===== src/rtl/serial_adder_pkg.sv =====
// Shared definitions for the bit-serial adder: controller state encoding.
package serial_adder_pkg;

  // Encoding 2'd3 is never entered; the FSM treats it as IDLE.
  typedef enum logic [1:0] {
    S_IDLE = 2'd0,
    S_RUN  = 2'd1,
    S_DONE = 2'd2
  } state_t;

endpackage


===== src/rtl/serial_adder_fulladder.sv =====
// Single-bit full adder cell; the only arithmetic in the serial adder.
module fullAdder (
  output logic sum,
  output logic cout,
  input  logic a,
  input  logic b,
  input  logic cin
);

  assign sum  = a ^ b ^ cin;
  assign cout = (a & b) | (cin & (a ^ b));

endmodule


===== src/rtl/serial_adder.sv =====
// Bit-serial WIDTH-bit adder: one full-adder cell plus a carry flip-flop,
// walking the operands LSB-first, with a start/busy/done handshake.
module serial_adder
  import serial_adder_pkg::*;
#(
  parameter int WIDTH = 8
) (
  input  logic             clk,
  input  logic             rst_n,
  input  logic             start,
  input  logic [WIDTH-1:0] a,
  input  logic [WIDTH-1:0] b,
  input  logic             cin,
  output logic             busy,
  output logic             done,
  output logic [WIDTH-1:0] sum,
  output logic             cout
);

  localparam int CW = $clog2(WIDTH);
  localparam logic [CW-1:0] LAST = CW'(WIDTH - 1);

  state_t           state;
  logic [WIDTH-1:0] opa;
  logic [WIDTH-1:0] opb;
  logic             carry;
  logic [CW-1:0]    cnt;
  logic             fa_s;
  logic             fa_c;

  fullAdder u_fa (
    .sum  (fa_s),
    .cout (fa_c),
    .a    (opa[0]),
    .b    (opb[0]),
    .cin  (carry)
  );

  always_ff @(posedge clk) begin
    if (!rst_n) begin
      state <= S_IDLE;
      opa   <= '0;
      opb   <= '0;
      carry <= 1'b0;
      cnt   <= '0;
      sum   <= '0;
      cout  <= 1'b0;
      busy  <= 1'b0;
      done  <= 1'b0;
    end else begin
      done <= 1'b0;
      case (state)
        S_IDLE: begin
          if (start) begin
            opa   <= a;
            opb   <= b;
            carry <= cin;
            cnt   <= '0;
            sum   <= '0;
            busy  <= 1'b1;
            state <= S_RUN;
          end
        end
        S_RUN: begin
          // Result fills from the top so the LSB lands in bit 0 after WIDTH steps.
          sum   <= {fa_s, sum[WIDTH-1:1]};
          carry <= fa_c;
          opa   <= opa >> 1;
          opb   <= opb >> 1;
          cnt   <= cnt + CW'(1);
          if (cnt == LAST) begin
            cout  <= fa_c;
            done  <= 1'b1;
            state <= S_DONE;
          end
        end
        S_DONE: begin
          busy  <= 1'b0;
          state <= S_IDLE;
        end
        default: begin
          busy  <= 1'b0;
          state <= S_IDLE;
        end
      endcase
    end
  end

endmodule


===== config.mk =====
export PLATFORM = sky130hd
export DESIGN_NAME = serial_adder
export DESIGN_NICKNAME = d
export VERILOG_FILES = /design/src/rtl/serial_adder_pkg.sv /design/src/rtl/serial_adder_fulladder.sv /design/src/rtl/serial_adder.sv
export SDC_FILE = /design/constraint.sdc
export NUM_CORES = 1
export LEC_CHECK = 0
export CAP_MARGIN = 0
export CORE_MARGIN = 1
export CORE_UTILIZATION = 45
export CTS_BUF_LIST = sky130_fd_sc_hd__clkbuf_8
export DETAILED_ROUTE_END_ITERATION = 8
export PLACE_DENSITY = 0.81
export SLEW_MARGIN = 20
export SYNTH_ARGS = -nofsm -noshare
export SYNTH_HDL_FRONTEND = slang
export SYNTH_SLANG_ARGS = --single-unit

===== constraint.sdc =====
create_clock -name clk -period 3.9 [get_ports clk]
set_input_delay 0.585 -clock clk [delete_from_list [all_inputs] [get_ports clk]]
set_output_delay 0.585 -clock clk [all_outputs]
set_load 0.01 [all_outputs]

Yosys cells after proc, flatten, opt, wreduce, memory -nomap -nowiden. Index checks and enable logic that the tools add are counted. Widths: inputs -> output; s select.

Register bits after elaboration: 33. Input port bits: 20. Word-level logic and storage cells: 43.

Add/sub/neg operators: 1. Equal/unequal tests: 4. Muxes and demuxes: 16. Bitwise operators: 6. Reductions and logical operators: 7.

Operators by type and width (number): $pmux 8 s2 (3); $mux 8 (3); $reduce_and 2->1 (5); $pmux 3 s2 (1); $mux 2 (2); $ne 2x2->1 const B (2); $pmux 1 s2 (2); $pmux 2 s2 (1); $add 3x1->3 const B (1); $eq 3x3->1 const B (1); $mux 1 (3); $mux 3 (1); $and 1x1->1 (2); $eq 2x1->1 const B (1); $logic_not 2->1 (1); $reduce_bool 2->1 (1); $xor 1x1->1 (2); $not 1->1 (1); $or 1x1->1 (1).

Logic depth before layout (Yosys ltp). Gate-level depths: netlist of run 1.

Depth after elaboration: 4. Mapped depth: 5.

By module. A second synthesis of run 1 with hierarchy kept.

Cells, all modules: 137. Area, all modules: 1386.3 um^2.

Modules (own cells, without submodules): serial_adder (times used 1, cells an instance 136, area each 1366.3 um^2, sequential area each 660.6 um^2); fullAdder (times used 1, cells an instance 1, area each 20.0 um^2, sequential area each 0.0 um^2).

Worst setup path before layout of run 1. Ideal clock, no wire load.

Path type: input -> register. From: in rst_n. To: reg carry. Setup time: 145 ps. Arrival time: 1128 ps. Data required time: 3755 ps. Slack: 2627 ps. Stages: 3. Path buffers: 1. Cell sequence: inv_1 -> buf_1 -> a211oi_1.

RTL lines: start: declaration (RTL line serial_adder.sv:9) `input logic rst_n,`; end signal: assignment (RTL line serial_adder.sv:57) `carry <= cin;`; end: declaration (RTL line serial_adder.sv:26) `logic carry;`.

No word-level cell between the ends.

Worst setup path in the final report of run 1.
From: in rst_n. To: reg state[0].

RTL lines: end signal: assignment (RTL line serial_adder.sv:41) `state <= S_IDLE;`; end signal: assignment (RTL line serial_adder.sv:61) `state <= S_RUN;`; end signal: assignment (RTL line serial_adder.sv:74) `state <= S_DONE;`; end: declaration (RTL line serial_adder.sv:23) `state_t state;`.

No word-level cell between the ends.

==> flow_summary.ini, run 1 <==
[outcome]
outcome = finished, violations left
violations = design-rule violations

[global_route]
grt_pass1_vias = 1048
antenna_found_initial = 0
gr-total-overflow = 0
grt_use_total = 0.187
grt_max_degree = 39
grt_pass1_wl_um = 4640

[timing]
drv_slew = 0
fin_worst_skew_ps = 5.88
worst_pin_slew_ps = 885
finalSetupViolations = 0
slew_headroom = 0.409
finalHoldViolCount = 0
tns_ps = 0
rsz0062_at_grt = false
fin_crit_sh = 0.546
max_freq_mhz = 470
final.min_clock_period_ps = 2130

[worst_setup_path]
end_kind = register
reg2reg_depth = 5
cp-endpoint = state[0]$_SDFFE_PN0P_
required_ps = 4060
reg2reg_from = state[0]$_SDFFE_PN0P_
crit_start = rst_n
startpoint_type = primary input
regToRegSetupSlack_ps = 2350
cp.arrival_ps = 2290
worstPathMaxFanout = 23
reg2reg_to = opb[5]$_SDFFE_PN0P_
crit_type = primary input to register

[yosys]
yosysTopAreaCellShare = 0.467
synth_edf_count = 0
synthesis.instances = 139
synth-main-ff-cell = dfxtp_1
avgSynthCellArea_sq_um = 10.2
yosys-top-cells-count = dfxtp_1 (33), nor2_1 (15), mux2i_1 (13), a211oi_2 (12), nand2_1 (10)
synth_nets = 162
ys_ff_latch = 33
synth.area.top_cells = dfxtp_1 (47%), a211oi_2 (11%), mux2i_1 (9.2%)
synth_top_area_cell = dfxtp_1
ys_seq_area_frac = 0.467
ys_types = 29
ys_warn_count = 0
async_flop_share = 0
synth.most_common_cell = dfxtp_1
netlist_area_sq_um = 1410

[detailed_routing]
via_count = 1104
drc = 1
routed_via_density = 5.21
drtIter0Drc = 42
drt_wl_total_um = 2710
wl_per_cell_um = 12.8
first_pass_iters = 8
ant_nets = 0

[place]
placed_cells = 204
place_area_sq_um = 1710
place.detailed.hpwl_um = 1930
gp_congestion = 0.767
port-buffer-count = 30

[floorplan]
die_y_um = 58.1
die_area_sq_um = 3370
start_util = 0.492
die_x_um = 58.1
ioPinCount = 31
rows = 19
core_area_sq_um = 2880

[power_and_ir_drop]
ir_drop_uv = 245
powerDensity_nw_per_um2 = 411
p_leak_nw = 0.676

[clocking]
cts_buffers = 5
cts-root-buf = clkbuf_8
post_cts_buffers = 0
cts.path.max_buffers = 2
clock_sink_count = 33
clk_pin_slew_ps = 70
cts_hold_buf = 0
cts_resized = 0
htree_levels = 2
cts_tree = done
clock_latency_ps = 280

[cells_and_area]
final_layout_size_suffix_gt1_frac = 0.135
area_delta_synth_final_pct = 28.1
finalInstanceArea_sq_um = 1810
layoutNonFillerInstCount = 212
n_antenna_cell = 0
finalNetCount = 192

[worst_hold_path]
hold_path_class = register to register

[run]
maxCapViolCount = 0
[through the flow]
stage | total power, W | hold slack, ps | util | setup WS (ps)
floorplan | 0.000443 | 450 | - | 2630
global placement | 0.000469 | 458 | 0.594 | 1560
detailed placement | 0.000474 | 460 | 0.594 | 1420
CTS | 0.000749 | 471 | 0.629 | 1740
global route | 0.000780 | 495 | 0.629 | 1520
finish | 0.000745 | 473 | 0.629 | 1770
[report_power, final]
part	internal, W	switching [W]	total (W)
Sequential	0.000356	0.00000972	0.000366
Clock	0.000159	0.000120	0.000279
Combinational	0.0000497	0.0000498	0.0000996
Total	0.000565	0.000180	0.000745
[kinds of logic after synthesis]
logic type	after synthesis	synth area share
AND/OR/NAND/NOR	35	0.113
adder cells (fa/ha/maj)	3	0.0319
multiplexers	13	0.0920
AO/OA/AOI/OAI	40	0.228
buffers and inverters	15	0.0672
flip-flops	33	0.467
[worst min path at each step]
stage	end	from	cells after the start	slack (ps)
6_report	sum[0]$_SDFFE_PN0P_	sum[0]$_SDFFE_PN0P_	2	470
5_1_grt	sum[0]$_SDFFE_PN0P_	sum[0]$_SDFFE_PN0P_	2	490
4_1_cts	sum[0]$_SDFFE_PN0P_	sum[0]$_SDFFE_PN0P_	2	470
3_5_place_dp	sum[0]$_SDFFE_PN0P_	sum[0]$_SDFFE_PN0P_	2	460
3_3_place_gp	opa[7]$_SDFFE_PN0P_	opa[7]$_SDFFE_PN0P_	2	460
2_1_floorplan	opa[7]$_SDFFE_PN0P_	opa[7]$_SDFFE_PN0P_	2	450
[per-layer routing]
layer | share of wire | wire [um] | GRT usage | vias up
met4 | 0.015 | 42 | 0.0714 | 0
li1 | - | - | - | 557
met1 | 0.41 | 1110 | 0.195 | 513
met5 | 0 | 0 | 0 | -
met2 | 0.52 | 1420 | 0.340 | 28
met3 | 0.053 | 145 | 0.0670 | 6
[sequential cells by signal, summed over array words and instances (netlist names)]
signal  cells
cout        1
state       2
busy        1
opb         8
cnt         3
sum         8
done        1
opa         8
carry       1
[worst max-delay path, cell delays in order]
cell	delay [ps]
clkdlybuf4s50_1	700
inv_1	480
a2111oi_0	520
[cell type report]
cell class,instances,area [sq um]
Fill cell,251,1070
Sequential cell,33,661
Multi-Input combinational cell,91,658
Timing Repair Buffer,32,315
Clock buffer,7,96.3
Tap cell,42,52.6
Inverter,6,22.5
Clock inverter,1,5.00
[cells in the final DEF, fill, tap and decap left out, types with 6 or more instances in the layout]
cell / synthesis / routed
nor2_1: 15 / 15
inv_1: 6 / 6
o21ai_0: 6 / 6
nand2_1: 10 / 10
mux2i_1: 13 / 13
clkdlybuf4s50_1: 0 / 30
o22ai_1: 7 / 7
a211oi_2: 12 / 12
a21oi_1: 8 / 8
clkbuf_8: 0 / 7
dfxtp_1: 33 / 33
No activity file was read; power rests on OpenSTA's default activity.
==> run 2, diff against run 1 <==
Clock period 3.9 ns to 2.1 ns, I/O delays scaled along.
==> run 2 against run 1 <==
The flow still finishes with violations (design-rule violations); final area rose by 1.5%; clock-buffer cell count stayed put; sequential power rose by 87%; largest cell class unchanged; worst hold slack got worse by 5.5 ps; register-to-register slack got worse by 1700 ps; worst setup slack worse by 1200 ps; non-clock buffer count grew 2; cell count rose by 0.94%; critical path type is now register to output pin.
==> flow_summary.ini, run 2 (synthesis gave the netlist of run 1 again) <==
[clocking]
cts_resized = 0
cts.path.max_buffers = 2
clock_latency_ps = 290
clk_pin_slew_ps = 60
clock_sink_count = 33
cts-root-buf = clkbuf_8
htree_levels = 2
cts_hold_buf = 0
post_cts_buffers = 0
cts_tree = done
cts_buffers = 5

[worst_setup_path]
reg2reg_depth = 3
startpoint_type = register
slowest_stage = clkdlybuf4s50_1
required_ps = 1780
reg2reg_to = state[0]$_SDFFE_PN0P_
worstPathMaxFanout = 2
critPathBufInv = 1
reg2reg_from = state[0]$_SDFFE_PN0P_
path_delay_family = buffers and inverters
end_kind = output pin
cp.arrival_ps = 1170
path_cells = clkdlybuf4s50_1
regToRegSetupSlack_ps = 630
crit_type = register to output pin
critPathMaxStageDelay_ps = 540

[outcome]
outcome = finished, violations left
violations = design-rule violations

[timing]
max_freq_mhz = 675
final.min_clock_period_ps = 1480
tns_ps = 0
finalSetupViolations = 0
drv_slew = 0
finalHoldViolCount = 0
slew_headroom = 0.689
rsz0062_at_grt = false
fin_worst_skew_ps = 7.04
worst_pin_slew_ps = 466
fin_hold_ws_ps = 467
fin_crit_sh = 0.706

[detailed_routing]
routed_via_density = 5.27
drt_wl_total_um = 2730
drc = 2
ant_nets = 0
drtIter0Drc = 34
first_pass_iters = 6
via_count = 1127
wl_per_cell_um = 12.8

[floorplan]
ioPinCount = 31
die_x_um = 58.1
die_area_sq_um = 3370
rows = 19
core_area_sq_um = 2880
die_y_um = 58.1
start_util = 0.492

[place]
port-buffer-count = 30
placed_cells = 206
place.detailed.hpwl_um = 1960
gp_congestion = 0.736

[cells_and_area]
n_antenna_cell = 0
layoutNonFillerInstCount = 214
final_cell_mix = dfxtp_1 (33), clkdlybuf4s50_1 (30), nor2_1 (15)
nFillCells = 241
final_layout_size_suffix_gt1_frac = 0.145
finalNetCount = 194
final_common_cell = dfxtp_1
area_delta_synth_final_pct = 30.0
top_regs = opa x8, opb x8, sum x8

[worst_hold_path]
hold_path_class = register to register
hold_depth = 2
min_to = sum[0]$_SDFFE_PN0P_
worstHoldStart = sum[0]$_SDFFE_PN0P_

[global_route]
grt_pass1_wl_um = 4600
grt_pass1_vias = 1096
grt_use_total = 0.182
antenna_found_initial = 0
gr-total-overflow = 0
grt_max_degree = 39

[power_and_ir_drop]
ir_drop_uv = 495
p_leak_nw = 0.691
powerDensity_nw_per_um2 = 759

[run]
maxCapViolCount = 0
[run 2: changes by cell type in the layout (fill, tap and decap cells not counted), sizes merged]
cell and delta:
buf +2
[run 2: layout make-up]
class,instances,area [sq um],area share
well taps,42,52.6,0.0286
multi-input cells,91,658,0.358
clock buffers,7,96.3,0.0524
inverters,6,22.5,0.0123
repair buffers,34,343,0.187
clock inverters,1,5.00,0.00272
flip-flops and latches,33,661,0.359
[run 2: worst max-delay path by stage]
stage                                      from                     to  slack, ps  depth (start not counted)
after floorplan              carry$_SDFFE_PN0P_     carry$_SDFFE_PN0P_        890                          5
after global placement                    start     carry$_SDFFE_PN0P_        510                          5
after detailed placement                  start    opb[5]$_SDFFE_PN0P_        460                          5
after CTS                   sum[4]$_SDFFE_PN0P_                 sum[4]        600                          1
after global routing      state[0]$_SDFFE_PN0P_  state[0]$_SDFFE_PN0P_        420                          3
final                       sum[4]$_SDFFE_PN0P_                 sum[4]        620                          1
[run 2: power breakdown]
group	leakage (nW)	total, W	switching [W]	internal [W]
Sequential	0.271	0.000684	0.0000228	0.000662
Clock	0.0542	0.000524	0.000228	0.000296
Combinational	0.366	0.000187	0.0000890	0.0000983
[run 2: worst reg2reg max path, stage by stage (launching register included)]
cell	delay, ps
dfxtp_1	610
buf_4	310
nor2_1	120
a2111oi_0	320
[run 2: per-stage QoR]
stage	utilization	setup slack [ps]	area [sq um]	power, W
final	0.639	617	1840	0.00140
after floorplan	-	888	1410	0.000822
after CTS	0.639	601	1840	0.00141
after detailed placement	0.604	456	1740	0.000887
after global routing	0.639	423	1840	0.00146
after global placement	0.604	505	1740	0.000878
[run 2: layer usage]
layer | vias to the layer above | wire [um] | global-route usage
met2 | 34 | 1340 | 0.304
met1 | 523 | 1180 | 0.198
met4 | 0 | 36 | 0.0850
met3 | 5 | 176 | 0.0781
li1 | 565 | - | -
met5 | - | 0 | 0
==> run 3, diff against run 2 <==
Clock period 2.1 ns to 1.5 ns, I/O delays scaled along.
==> run 3 against run 2 <==
The run still ends with design-rule violations left; first-iteration DRC count up 5.9%; clock-buffer cell count down 2; cell count up 1.4%; worst hold slack better by 16 ps; core utilization up 0.13 points; global-route usage down 0.78 points; sequential power up 39%; clock skew down 1.7 ps; critical path depth unchanged; total power up 33%; non-clock buffer count up 3; final area up 0.20%; largest cell class unchanged.
==> flow_summary.ini, run 3 (synthesis gave the netlist of run 1 again) <==
[outcome]
outcome = finished, violations left
violations = design-rule violations

[cells_and_area]
final_cell_mix = dfxtp_1 (33), clkdlybuf4s50_1 (30), nor2_1 (15)
nFillCells = 253
n_antenna_cell = 0
final_common_cell = dfxtp_1
finalNetCount = 197
area_delta_synth_final_pct = 30.3
top_regs = opa x8, opb x8, sum x8
final_layout_size_suffix_gt1_frac = 0.154

[worst_hold_path]
worstHoldStart = cnt[2]$_SDFFE_PN0P_
hold_depth = 2
hold_path_class = register to register
min_to = cnt[2]$_SDFFE_PN0P_

[timing]
slew_headroom = 0.779
worst_pin_slew_ps = 323
drv_slew = 0
rsz0062_at_grt = false
max_freq_mhz = 719
final.min_clock_period_ps = 1390
fin_crit_sh = 0.927
finalSetupViolations = 0
tns_ps = 0
finalHoldViolCount = 0
fin_worst_skew_ps = 5.30

[clocking]
cts.path.max_buffers = 2
post_cts_buffers = 0
cts_resized = 0
clock_latency_ps = 280
cts_buffers = 5
htree_levels = 2
cts-root-buf = clkbuf_8
clock_sink_count = 33
clk_pin_slew_ps = 70
cts_hold_buf = 0
cts_tree = done

[global_route]
grt_pass1_vias = 1060
use_met3 = 0.0670
gr-total-overflow = 0
grt_util_met1 = 0.164
grt_use_total = 0.174
grt_pass1_wl_um = 4370
grt_max_degree = 39
grt_use_met2 = 0.337
antenna_found_initial = 0
busiest_layer = met2

[detailed_routing]
routed_via_density = 5.28
drtIter0Drc = 36
drc = 1
drt_wl_total_um = 2760
first_pass_iters = 8
wl_per_cell_um = 12.7
ant_nets = 0
via_count = 1146

[floorplan]
die_y_um = 58.1
core_area_sq_um = 2880
start_util = 0.492
die_x_um = 58.1
die_area_sq_um = 3370
rows = 19
ioPinCount = 31

[worst_setup_path]
path_delay_family = buffers and inverters
reg2reg_depth = 5
startpoint_type = register
worstPathMaxFanout = 2
reg2reg_from = carry$_SDFFE_PN0P_
required_ps = 1270
crit_type = register to output pin
critPathMaxStageDelay_ps = 540
end_kind = output pin
regToRegSetupSlack_ps = 110
reg2reg_to = carry$_SDFFE_PN0P_
cp.arrival_ps = 1170
critPathBufInv = 1
path_cells = clkdlybuf4s50_1
slowest_stage = clkdlybuf4s50_1

[power_and_ir_drop]
powerDensity_nw_per_um2 = 1000
fin_total_pwr_w = 0.00185
p_leak_nw = 0.701
ir_drop_uv = 549

[place]
port-buffer-count = 30
gp_congestion = 0.801
place.detailed.hpwl_um = 2070

[run]
maxCapViolCount = 0
run 3: cell count changes in the layout (fill, tap and decap cells not counted), sizes merged:
| cell | delta |
|---|---|
| inv | +1 |
| clkbuf | -2 |
| clkinv | +1 |
| buf | +3 |
run 3: cell type report:
cell class	instances	area, sq um	area share
multi-input cells	91	658	0.357
inverters	6	22.5	0.0122
clock inverters	3	13.8	0.00747
repair buffers	37	365	0.198
flip-flops and latches	33	661	0.359
clock buffers	5	68.8	0.0374
well taps	42	52.6	0.0285
run 3: where the power goes:
part	total, W	internal (W)	leakage, nW	switching, W
clock network	0.000620	0.000314	0.0491	0.000306
registers	0.000954	0.000926	0.271	0.0000282
logic	0.000274	0.000143	0.381	0.000131
run 3: stage by stage:
step	std cells	instance area (sq um)	util	setup slack, ps	hold slack (ps)
CTS	217	1840	0.640	86.7	485
floorplan	139	1410	-	288	393
global placement	209	1760	0.612	46.6	459
detailed placement	209	1760	0.612	-47.9	474
global route	217	1840	0.640	35.9	503
finish	217	1840	0.640	109	483
run 3: how the worst max path moves through the flow:
stage	start	to	slack (ps)	cells past startpoint
after floorplan	carry$_SDFFE_PN0P_	carry$_SDFFE_PN0P_	290	5
after global placement	start	opb[6]$_SDFFE_PN0P_	50	5
after detailed placement	start	carry$_SDFFE_PN0P_	-50	5
after CTS	carry$_SDFFE_PN0P_	carry$_SDFFE_PN0P_	90	5
after global routing	carry$_SDFFE_PN0P_	carry$_SDFFE_PN0P_	40	5
final	sum[7]$_SDFFE_PN0P_	sum[7]	110	1
run 3: worst min-delay path: stages, from the launching register on:
cell	delay, ps
dfxtp_1	310
o21ai_0	70
a21oi_1	60
run 3: layer usage:
metal,vias to the layer above,routed length [um]
li1,574,-
met1,532,1160
met2,38,1440
met3,2,146
met4,0,6
met5,-,0
